File: config.mk
export PLATFORM = sky130hd
export DESIGN_NAME = sum_window_accumulator
export DESIGN_NICKNAME = d
export VERILOG_FILES = /design/src/rtl/sum_window_accumulator.sv
export SDC_FILE = /design/constraint.sdc
export NUM_CORES = 1
export LEC_CHECK = 0
export CELL_PAD_IN_SITES_DETAIL_PLACEMENT = 1
export CELL_PAD_IN_SITES_GLOBAL_PLACEMENT = 1
export CORE_ASPECT_RATIO = 0.6
export CORE_MARGIN = 5
export CORE_UTILIZATION = 41
export CTS_CLUSTER_DIAMETER = 60
export DETAILED_ROUTE_END_ITERATION = 8
export PLACE_DENSITY_LB_ADDON = 0.15
export SLEW_MARGIN = 20
export SYNTH_ARGS = -nofsm -noshare
export SYNTH_HDL_FRONTEND = slang
export SYNTH_SLANG_ARGS = --single-unit
File: constraint.sdc
create_clock -name clk -period 2.4 [get_ports clk]
set_input_delay 0.48 -clock clk [delete_from_list [all_inputs] [get_ports clk]]
set_output_delay 0.48 -clock clk [all_outputs]
set_load 0.1 [all_outputs]
File: src/rtl/sum_window_accumulator.sv
// sum_window_accumulator: saturating WINDOW-sample accumulator with held result handshake (optional out_sat via SUM_WIN_SAT_FLAG_EN)
module sum_window_accumulator #(
  parameter int ACC_W  = 8,
  parameter int WINDOW = 16
) (
  input  logic             clk,
  input  logic             rst_n,
  input  logic             clear,
  input  logic             in_valid,
  output logic             in_ready,
  input  logic [3:0]       in_sum,
  output logic             out_valid,
  input  logic             out_ready,
  output logic [ACC_W-1:0] out_acc
`ifdef SUM_WIN_SAT_FLAG_EN
  ,
  output logic             out_sat
`endif
);
  localparam int CW = WINDOW > 1 ? $clog2(WINDOW) : 1;
  localparam logic [CW-1:0] LAST = CW'(WINDOW - 1);
  localparam logic [ACC_W:0] MAX = {1'b0, {ACC_W{1'b1}}};
  typedef enum logic {ACCUM, HOLD} state_t;
  state_t state_q, state_d;
  logic [ACC_W-1:0] acc_q, acc_d, out_acc_q, out_acc_d;
  logic [CW-1:0] cnt_q, cnt_d;
  logic [ACC_W:0] sum;
  logic clamp;
`ifdef SUM_WIN_SAT_FLAG_EN
  logic sat_sticky_q, sat_sticky_d, out_sat_q, out_sat_d;
`endif
  assign sum = {1'b0, acc_q} + (ACC_W + 1)'(in_sum);
  assign clamp = sum > MAX;
  assign in_ready = state_q == ACCUM;
  assign out_valid = state_q == HOLD;
  assign out_acc = out_acc_q;
`ifdef SUM_WIN_SAT_FLAG_EN
  assign out_sat = out_sat_q;
`endif
  // next-state: clear aborts everything, ACCUM folds in samples, HOLD waits for the consumer
  always_comb begin
    state_d = state_q;
    acc_d = acc_q;
    cnt_d = cnt_q;
    out_acc_d = out_acc_q;
`ifdef SUM_WIN_SAT_FLAG_EN
    sat_sticky_d = sat_sticky_q;
    out_sat_d = out_sat_q;
`endif
    if (clear) begin
      state_d = ACCUM;
      acc_d = '0;
      cnt_d = '0;
      out_acc_d = '0;
`ifdef SUM_WIN_SAT_FLAG_EN
      sat_sticky_d = 1'b0;
      out_sat_d = 1'b0;
`endif
    end else if (state_q == ACCUM) begin
      if (in_valid) begin
        acc_d = clamp ? MAX[ACC_W-1:0] : sum[ACC_W-1:0];
`ifdef SUM_WIN_SAT_FLAG_EN
        sat_sticky_d = sat_sticky_q | clamp;
        out_sat_d = cnt_q == LAST ? sat_sticky_d : out_sat_q;
`endif
        out_acc_d = cnt_q == LAST ? acc_d : out_acc_q;
        state_d = cnt_q == LAST ? HOLD : ACCUM;
        cnt_d = cnt_q == LAST ? cnt_q : cnt_q + 1'b1;
      end
    end else if (out_ready) begin
      state_d = ACCUM;
      acc_d = '0;
      cnt_d = '0;
`ifdef SUM_WIN_SAT_FLAG_EN
      sat_sticky_d = 1'b0;
`endif
    end
  end
  // state and datapath registers, cleared asynchronously
  always_ff @(posedge clk or negedge rst_n) begin
    if (!rst_n) begin
      state_q <= ACCUM;
      acc_q <= '0;
      cnt_q <= '0;
      out_acc_q <= '0;
`ifdef SUM_WIN_SAT_FLAG_EN
      sat_sticky_q <= 1'b0;
      out_sat_q <= 1'b0;
`endif
    end else begin
      state_q <= state_d;
      acc_q <= acc_d;
      cnt_q <= cnt_d;
      out_acc_q <= out_acc_d;
`ifdef SUM_WIN_SAT_FLAG_EN
      sat_sticky_q <= sat_sticky_d;
      out_sat_q <= out_sat_d;
`endif
    end
  end
endmodule

# --- After elaboration in Yosys (flattened, before gate mapping) ---
# Index checks and enable logic that the tools add are counted.
word_totals:
  regBits: 21
  elab_cells: 37
op_classes:
  add_sub_neg: 2
  n_lt_le_gt_ge: 1
  eq_ne: 4
  n_mux: 19
  n_bitwise: 1
  reduce_logical: 6
ops:
  columns: ["op", "n"]
  rows:
  - ["two-way mux 8 bit", 9]
  - ["two-way mux 4 bit", 5]
  - ["adder 8 x 4 -> 9 bit", 1]
  - ["greater-than comparator 9 x 8 -> 1 bit (second input constant)", 1]
  - ["!= test 3 bit (second input constant)", 2]
  - ["AND reduction 3 bit", 2]
  - ["two-way mux 1 bit", 5]
  - ["adder 4 x 1 -> 4 bit (second input constant)", 1]
  - ["equality test 4 bit (second input constant)", 1]
  - ["nonzero test 2 bit", 2]
  - ["nonzero test 3 bit", 1]
  - ["!= test 2 bit (second input constant)", 1]
  - ["AND reduction 2 bit", 1]
  - ["inverter 1 bit", 1]

# --- Depth between registers and ports, before layout ---
# Gate-level depths: netlist of run 1.
depth:
  depth_word: 7
  mapped_depth: 7

# --- Worst setup path before layout of run 1 ---
# Ideal clock, no wire load.
synth_timing:
  path_type: "register to register"
  from: "reg state_q (netlist: out_valid)"
  to: "reg acc_q[7]"
  setup_ps: 126
  arrival_ps: 2221
  setup_slack_ps: 53
  stages_incl_launch_ff: 5
  path_buffers: 0
  period_less_slack_ps: 2347
  cell_sequence: "dfrtp_1 inv_2 nand3_2 nor3_1 a221o_1"
synth_between:
  elab_chain_cells: 2
synth_lines:
  columns: ["item", "line_no", "source"]
  rows:
  - ["from (decl)", "24", "state_t state_q, state_d;"]
  - ["from (signal assigned)", "91", "state_q <= state_d;"]
  - ["!= test 3 bit (no source line) (tied with other cells)", null, null]
  - ["AND reduction 2 bit (no source line) / two-way mux 8 bit (equally long branches)", null, null]
  - ["to (signal assigned)", "83", "acc_q <= '0;"]
  - ["to (signal assigned)", "92", "acc_q <= acc_d;"]
  - ["to (decl)", "25", "logic [ACC_W-1:0] acc_q, acc_d, out_acc_q, out_acc_d;"]
# Several ways; a longest one is shown, not always the timed one.
# A chain may end at the register's enable or synchronous reset.

# --- Worst setup path after layout of run 1 ---
layout_timing:
  from: "in in_sum[0]"
  to: "reg out_acc_q[6] (netlist: out_acc[6])"
layout_between:
  elab_chain_cells: 7
layout_lines:
  columns: ["item", "line_no", "source"]
  rows:
  - ["from (decl)", "11", "input logic [3:0] in_sum,"]
  - ["adder 8 x 4 -> 9 bit (*)", "32", "assign sum = {1'b0, acc_q} + (ACC_W + 1)'(in_sum);"]
  - ["greater-than comparator 9 x 8 -> 1 bit", "33", "assign clamp = sum > MAX;"]
  - ["two-way mux 8 bit (*)", "61", "acc_d = clamp ? MAX[ACC_W-1:0] : sum[ACC_W-1:0];"]
  - ["two-way mux 8 bit (*)", "66", "out_acc_d = cnt_q == LAST ? acc_d : out_acc_q;"]
  - ["two-way mux 8 bit (*)", "60", "if (in_valid) begin"]
  - ["two-way mux 8 bit (*)", "59", "end else if (state_q == ACCUM) begin"]
  - ["two-way mux 8 bit (*)", "50", "if (clear) begin"]
  - ["to (signal assigned)", "94", "out_acc_q <= out_acc_d;"]
  - ["to (decl)", "25", null]
# Mark *: on every way between the ends. The rest lies on a longest branch, timed or not. The select of a mux whose other input is x is not followed.

==> results of run 1 <==
synth_stat cells, drive strengths merged (4+ instances only):
| library cell | instances | share of area, % |
|---|---|---|
| nand3 | 9 | 4.0 |
| a22o | 4 | 2.8 |
| dfrtp | 21 | 42 |
| inv | 7 | 2.1 |
| ha | 5 | 5.0 |
| nand2 | 9 | 2.7 |
| buf | 4 | 1.6 |
| nor2 | 9 | 3.3 |
| o21ai | 6 | 3.0 |
through the flow:
step                      power, µW  instances
after floorplan                 480        127
after global placement          538        190
after detailed placement        545        190
after CTS                       783        194
after global routing            814        194
final                           781        194
logic make-up (layout without fill, tap and decap cells):
kind of cell	count (synthesis)	after routing
buffers and inverters	11	36
flip-flops	21	21
AND/OR/NAND/NOR	43	43
AO/OA/AOI/OAI	43	43
XOR/XNOR	2	2
multiplexers	1	1
adder cells (fa/ha/maj)	6	6
layout by cell type, fill, tap and decap left out, types with 2 or more instances in the layout:
cell	netlist	layout
dfrtp_1	21	21
buf_4	0	17
nand2_1	9	9
nand3_1	8	8
clkdlybuf4s50_1	0	8
inv_1	6	6
nor2_1	6	6
ha_1	5	5
o21ai_1	4	4
a22o_1	4	4
nor2_2	3	3
o2bb2ai_1	3	3
o211ai_1	3	3
o22ai_1	3	3
nor3_1	3	3
clkbuf_8	0	3
nand2b_1	2	2
or2_1	2	2
o21a_1	2	2
a31oi_1	2	2
nor3b_2	2	2
o21ai_2	2	2
a21oi_1	2	2
a2bb2oi_1	2	2
o41ai_1	2	2
or3_1	2	2
how the worst max path moves through the flow:
stage / from / endpoint / slack (ns) / depth (start not counted)
floorplan: out_valid / acc_q[7] / 0.05 / 4
global placement: in_sum[0] / out_acc[6] / -0.14 / 8
detailed placement: in_sum[0] / out_acc[6] / -0.25 / 8
CTS: in_sum[0] / out_acc[6] / 0.04 / 8
global route: in_sum[0] / out_acc[6] / 0.006 / 8
finish: in_sum[0] / out_acc[6] / 0.09 / 8
registers in the layout, indices dropped and copies added (netlist names):
register and flops:
acc_q 8, out_valid 1, out_acc 8, cnt_q 4
power by group through the flow:
stage               clock network (µW)  logic (µW)  registers, µW
finish                             241         161            379
global route                       257         177            381
CTS                                243         161            379
detailed placement                   0         159            386
global placement                     0         153            385
floorplan                            0        99.6            380
layout make-up:
class                      instances  area share (%)
tap                               42            3.38
sequential                        21            33.8
clock inverter                     1           0.322
inverter                           7            1.69
multi-input combinational         95            44.7
clock buffer                       3            2.66
timing repair buffer              25            13.4
metal layers:
layer / vias to the layer above / GRT usage [%] / wire length (µm)
met5: - / 0 / 0
met4: 0 / 3.04 / 18
met3: 2 / 4.42 / 149
met2: 26 / 30.3 / 1680
met1: 588 / 29.6 / 1900
li1: 535 / - / -
==> results.cfg, run 1 <==
[global_routing]
grt_antenna_before_repair = 0
track_usage_pct = 20.0
grt_pass1_wl_mm = 6.49
grt_pass1_vias = 1212
grt_max_degree = 22
gr-total-overflow = 0

[logic_synthesis]
synth.area.mux_share_pct = 0.793
synth-simple-area-share_pct = 18.9
syn_area_mm2 = 0.00126
synthFlopType = dfrtp_1
syn_nets = 142
synth_compound_gate_area_share_pct = 27.1
synth_top_family_by_area = compound AO/OA/AOI/OAI gates
synth_xor_area_share_pct = 1.39
synth_edf_count = 0
synth_fa_ha_area_share_pct = 6.54
yosysSeqAreaShare_pct = 41.6
yosysWarnings = 0
ys_ff_latch = 21
ys_async_sr_fraction_pct = 100
synth_cells = 127
synth_area_per_cell_um2 = 9.94
ys_types = 49

[power_and_ir_drop]
swShare_pct = 29.0
p_int_uw = 555
power_frac_seq_pct = 48.5
clock_power_share_pct = 30.9
peakVddDrop_uv = 331
power_switching_uw = 227
power.share.combinational_pct = 20.6
p_leak_uw = 0.000671
p_per_area_mw_per_mm2 = 503

[clocking]
clock_path_buffers = 2
clkLatencyLatePin_ns = 0.27
cts_tree = built
hold_buffers = 0
htree_num_levels = 1
cts.sinks = 21
clk_pin_slew_worst_paths_ns = 0.08
post_cts_buffers = 0
numCtsBuffers = 3
cts_root_buf = clkbuf_8
ctsResizeCount = 0

[run]
max_cap_viol_count = 0

[setup_path]
reg2reg_depth = 7
path_max_fanout = 3
cp-end-kind = flop
critPathArrivalTime_ns = 2.46
worstReg2RegStart = acc_q[0]
crit_chain = clkdlybuf4s50_1 -> ha_1 -> inv_1 -> fa_1 -> and2b_1 -> o21a_1 -> mux2i_2 -> o22ai_1
required_ns = 2.55
max_stage_delay_ns = 0.46
path_buf_inv = 2
crit_type = primary input to flop
r2r_slack_ns = 0.41
crit_slowest_cell = clkdlybuf4s50_1
reg2reg_to = out_acc[6]
critPathLaunchType = primary input
cpLargestDelayFamily = adder cells

[timing]
drv_slew = 0
clock_skew_ns = 0.00606
setup_ws_ns = 0.0897
grt_setup_unrepaired = no
finalCriticalPeriod_ns = 2.31
worst_slew_pin_slew_ns = 0.470
fin_setup_tns_ns = 0
fin_hold_ws_ns = 0.497
final-hold-violation-count = 0
post-route-period-util_pct = 96.3
setup_viol_count_final = 0
slew_headroom_pct = 68.5
fmax_mhz = 433

[detailed_routing]
first_iter_violations = 93
vias_per_cell = 5.93
drc_errors = 0
routed_wl_mm = 3.75
drtPass1Iterations = 4
postRouteAntennaNets = 0
vias = 1151
post_drt_wl_per_cell_um = 19.4

[min_path]
min_from = cnt_q[3]
whs_path_depth = 1
worstHoldEndpoint = cnt_q[3]
hp-class = flop to flop

[placed_design]
post-place-ws_ns = -0.246
place_congestion = 0.940
dpl.hpwl_mm = 2.84
placed_area_mm2 = 0.00150
io_buffers = 18

[run_status]
status = finished clean

[cells_and_area]
fin_area_mm2 = 0.00155
final_util_pct = 53.4
nets = 168
area_growth_pct = 23.0
multi_input_area_um2 = 694
fill_cells = 331
drive_gt1_share_pct = 23.7
num_antenna_cells = 0
ff_latch_area_um2 = 526

[floorplanning]
start_util_pct = 43.4
die_area_mm2 = 0.00433
core_mm2 = 0.00291
die_w_um = 81.6
num_rows = 15
die_y_um = 53.0
ios = 19
(Power assumes the default switching activity.)
==> run 2, diff against run 1 <==
--- a/config.mk
+++ b/config.mk
@@ -12,6 +12,7 @@
 export CORE_UTILIZATION = 41
 export CTS_CLUSTER_DIAMETER = 60
 export DETAILED_ROUTE_END_ITERATION = 8
+export GPL_ROUTABILITY_DRIVEN = 0
 export PLACE_DENSITY_LB_ADDON = 0.15
 export SLEW_MARGIN = 20
 export SYNTH_ARGS = -nofsm -noshare
==> results of run 2 <==
Same layout as run 1: the final DEF is identical, and so are final timing and power.
==> run 3, diff against run 2 <==
--- a/config.mk
+++ b/config.mk
@@ -9,11 +9,11 @@
 export CELL_PAD_IN_SITES_GLOBAL_PLACEMENT = 1
 export CORE_ASPECT_RATIO = 0.6
 export CORE_MARGIN = 5
-export CORE_UTILIZATION = 41
+export CORE_UTILIZATION = 37
 export CTS_CLUSTER_DIAMETER = 60
 export DETAILED_ROUTE_END_ITERATION = 8
 export GPL_ROUTABILITY_DRIVEN = 0
-export PLACE_DENSITY_LB_ADDON = 0.15
+export PLACE_DENSITY_LB_ADDON = 0.1
 export SLEW_MARGIN = 20
 export SYNTH_ARGS = -nofsm -noshare
 export SYNTH_HDL_FRONTEND = slang
==> constraint.sdc (replaced) <==
create_clock -name clk -period 2.1 [get_ports clk]
set_input_delay 0.42 -clock clk [delete_from_list [all_inputs] [get_ports clk]]
set_output_delay 0.42 -clock clk [all_outputs]
set_load 0.1 [all_outputs]
==> results.cfg, run 3 (synthesized netlist as in run 1, its figures left out) <==
[run_status]
status = finished clean

[setup_path]
cp-end-kind = flop
critPathArrivalTime_ns = 2.24
max_stage_delay_ns = 0.41
path_max_fanout = 4
crit_chain = clkdlybuf4s50_1 -> ha_1 -> buf_4 -> nor2_1 -> nor3b_2 -> buf_4 -> o22ai_1 -> a22o_1
critPathLaunchType = primary input
path_buf_inv = 3
cpMostUsedCell = buf_4
crit_type = primary input to flop
cpLargestDelayFamily = buffers and inverters
crit_slowest_cell = clkdlybuf4s50_1
required_ns = 2.31

[power_and_ir_drop]
finalPower_uw = 933
p_per_area_mw_per_mm2 = 545
peakVddDrop_uv = 284
p_leak_uw = 0.000752

[detailed_routing]
first_iter_violations = 53
vias_per_cell = 5.63
postRouteAntennaNets = 0
drtPass1Iterations = 4
vias = 1188
drc_errors = 0
post_drt_wl_per_cell_um = 18.6
routed_wl_mm = 3.93

[timing]
post-route-period-util_pct = 96.9
fmax_mhz = 492
worst_slew_pin_slew_ns = 0.385
grt_setup_unrepaired = no
drv_slew = 0
setup_ws_ns = 0.0659
slew_headroom_pct = 74.3
fin_hold_ws_ns = 0.499
clock_skew_ns = 0.00307
final-hold-violation-count = 0
finalCriticalPeriod_ns = 2.03
setup_viol_count_final = 0

[clocking]
clock_path_buffers = 2
clkLatencyLatePin_ns = 0.27
hold_buffers = 0
cts_tree = built
cts_root_buf = clkbuf_8
clk_pin_slew_worst_paths_ns = 0.08
htree_num_levels = 1
numCtsBuffers = 3
post_cts_buffers = 0
cts.sinks = 21

[cells_and_area]
drive_gt1_share_pct = 34.3
fill_cells = 370
num_antenna_cells = 0
nets = 182
multi_input_area_um2 = 727
final_common_cell = buf_4
layout_common_cells = 30 x buf_4, 20 x dfrtp_1, 9 x nand2_1, 8 x nand3_1
area_growth_pct = 35.6
ff_latch_area_um2 = 527

[global_routing]
grt_pass1_vias = 1270
track_usage_pct = 17.7
grt_pass1_wl_mm = 6.60
grt_max_degree = 22
gr-total-overflow = 0
grt_antenna_before_repair = 0

[run]
max_cap_viol_count = 0

[floorplanning]
core_mm2 = 0.00326
num_rows = 16
die_y_um = 55.2
die_area_mm2 = 0.00472
die_w_um = 85.4
ios = 19
start_util_pct = 38.7

[placed_design]
post-place-ws_ns = -0.498
dpl.hpwl_mm = 3.13
io_buffers = 18

[min_path]
hp-class = primary input to asynchronous set/reset pin
## run 3: routing by layer
metal,vias up,wire length (µm),global-route usage (%)
li1,562,-,-
met1,612,2050,25.9
met2,12,1740,26.2
met3,2,115,4.46
met4,0,19,3.39
met5,-,0,0
## run 3: final timing paths
path	start	to	slack (ns)	cells past startpoint
max reg2reg	acc_q[0]	out_acc[4]	0.15	8
min reg2reg	out_acc[0]	out_acc[0]	0.50	1
max in group asynchronous	rst_n	out_valid	1.37	2
min	rst_n	out_acc[4]	0.50	2
min in group clk	out_acc[0]	out_acc[0]	0.50	1
max	in_sum[2]	acc_q[3]	0.07	8
## run 3: per-stage QoR
step | instances | instance area, µm² | utilization (%) | setup TNS [ns]
finish | 211 | 1710 | 52.5 | 0
CTS | 211 | 1700 | 52.2 | 0
global route | 211 | 1710 | 52.5 | 0
global placement | 207 | 1630 | 49.8 | -4.29
floorplan | 127 | 1260 | - | 0
detailed placement | 207 | 1630 | 49.8 | -5.25
## run 3: timing repair
| action | CTS | global route |
|---|---|---|
| endpoints found under the setup margin | 12 | 7 |
| gates resized for setup | 8 | 2 |
| pin swaps | 4 | 4 |
| hold endpoints to repair | 0 | 0 |
## run 3: cell type report
class                      count  share of cell area [%]
multi-input combinational     95                    42.5
sequential                    21                    30.8
timing repair buffer          39                    19.1
tap                           45                    3.29
clock buffer                   3                    2.41
inverter                       7                    1.54
clock inverter                 1                   0.439
## run 3: where the power goes
part           leakage [µW]  switching, µW  internal [µW]  total, µW
combinational      0.000443            113            104        217
sequential         0.000287           16.6            419        435
clock             0.0000217            146            134        281
total              0.000752            276            657        933
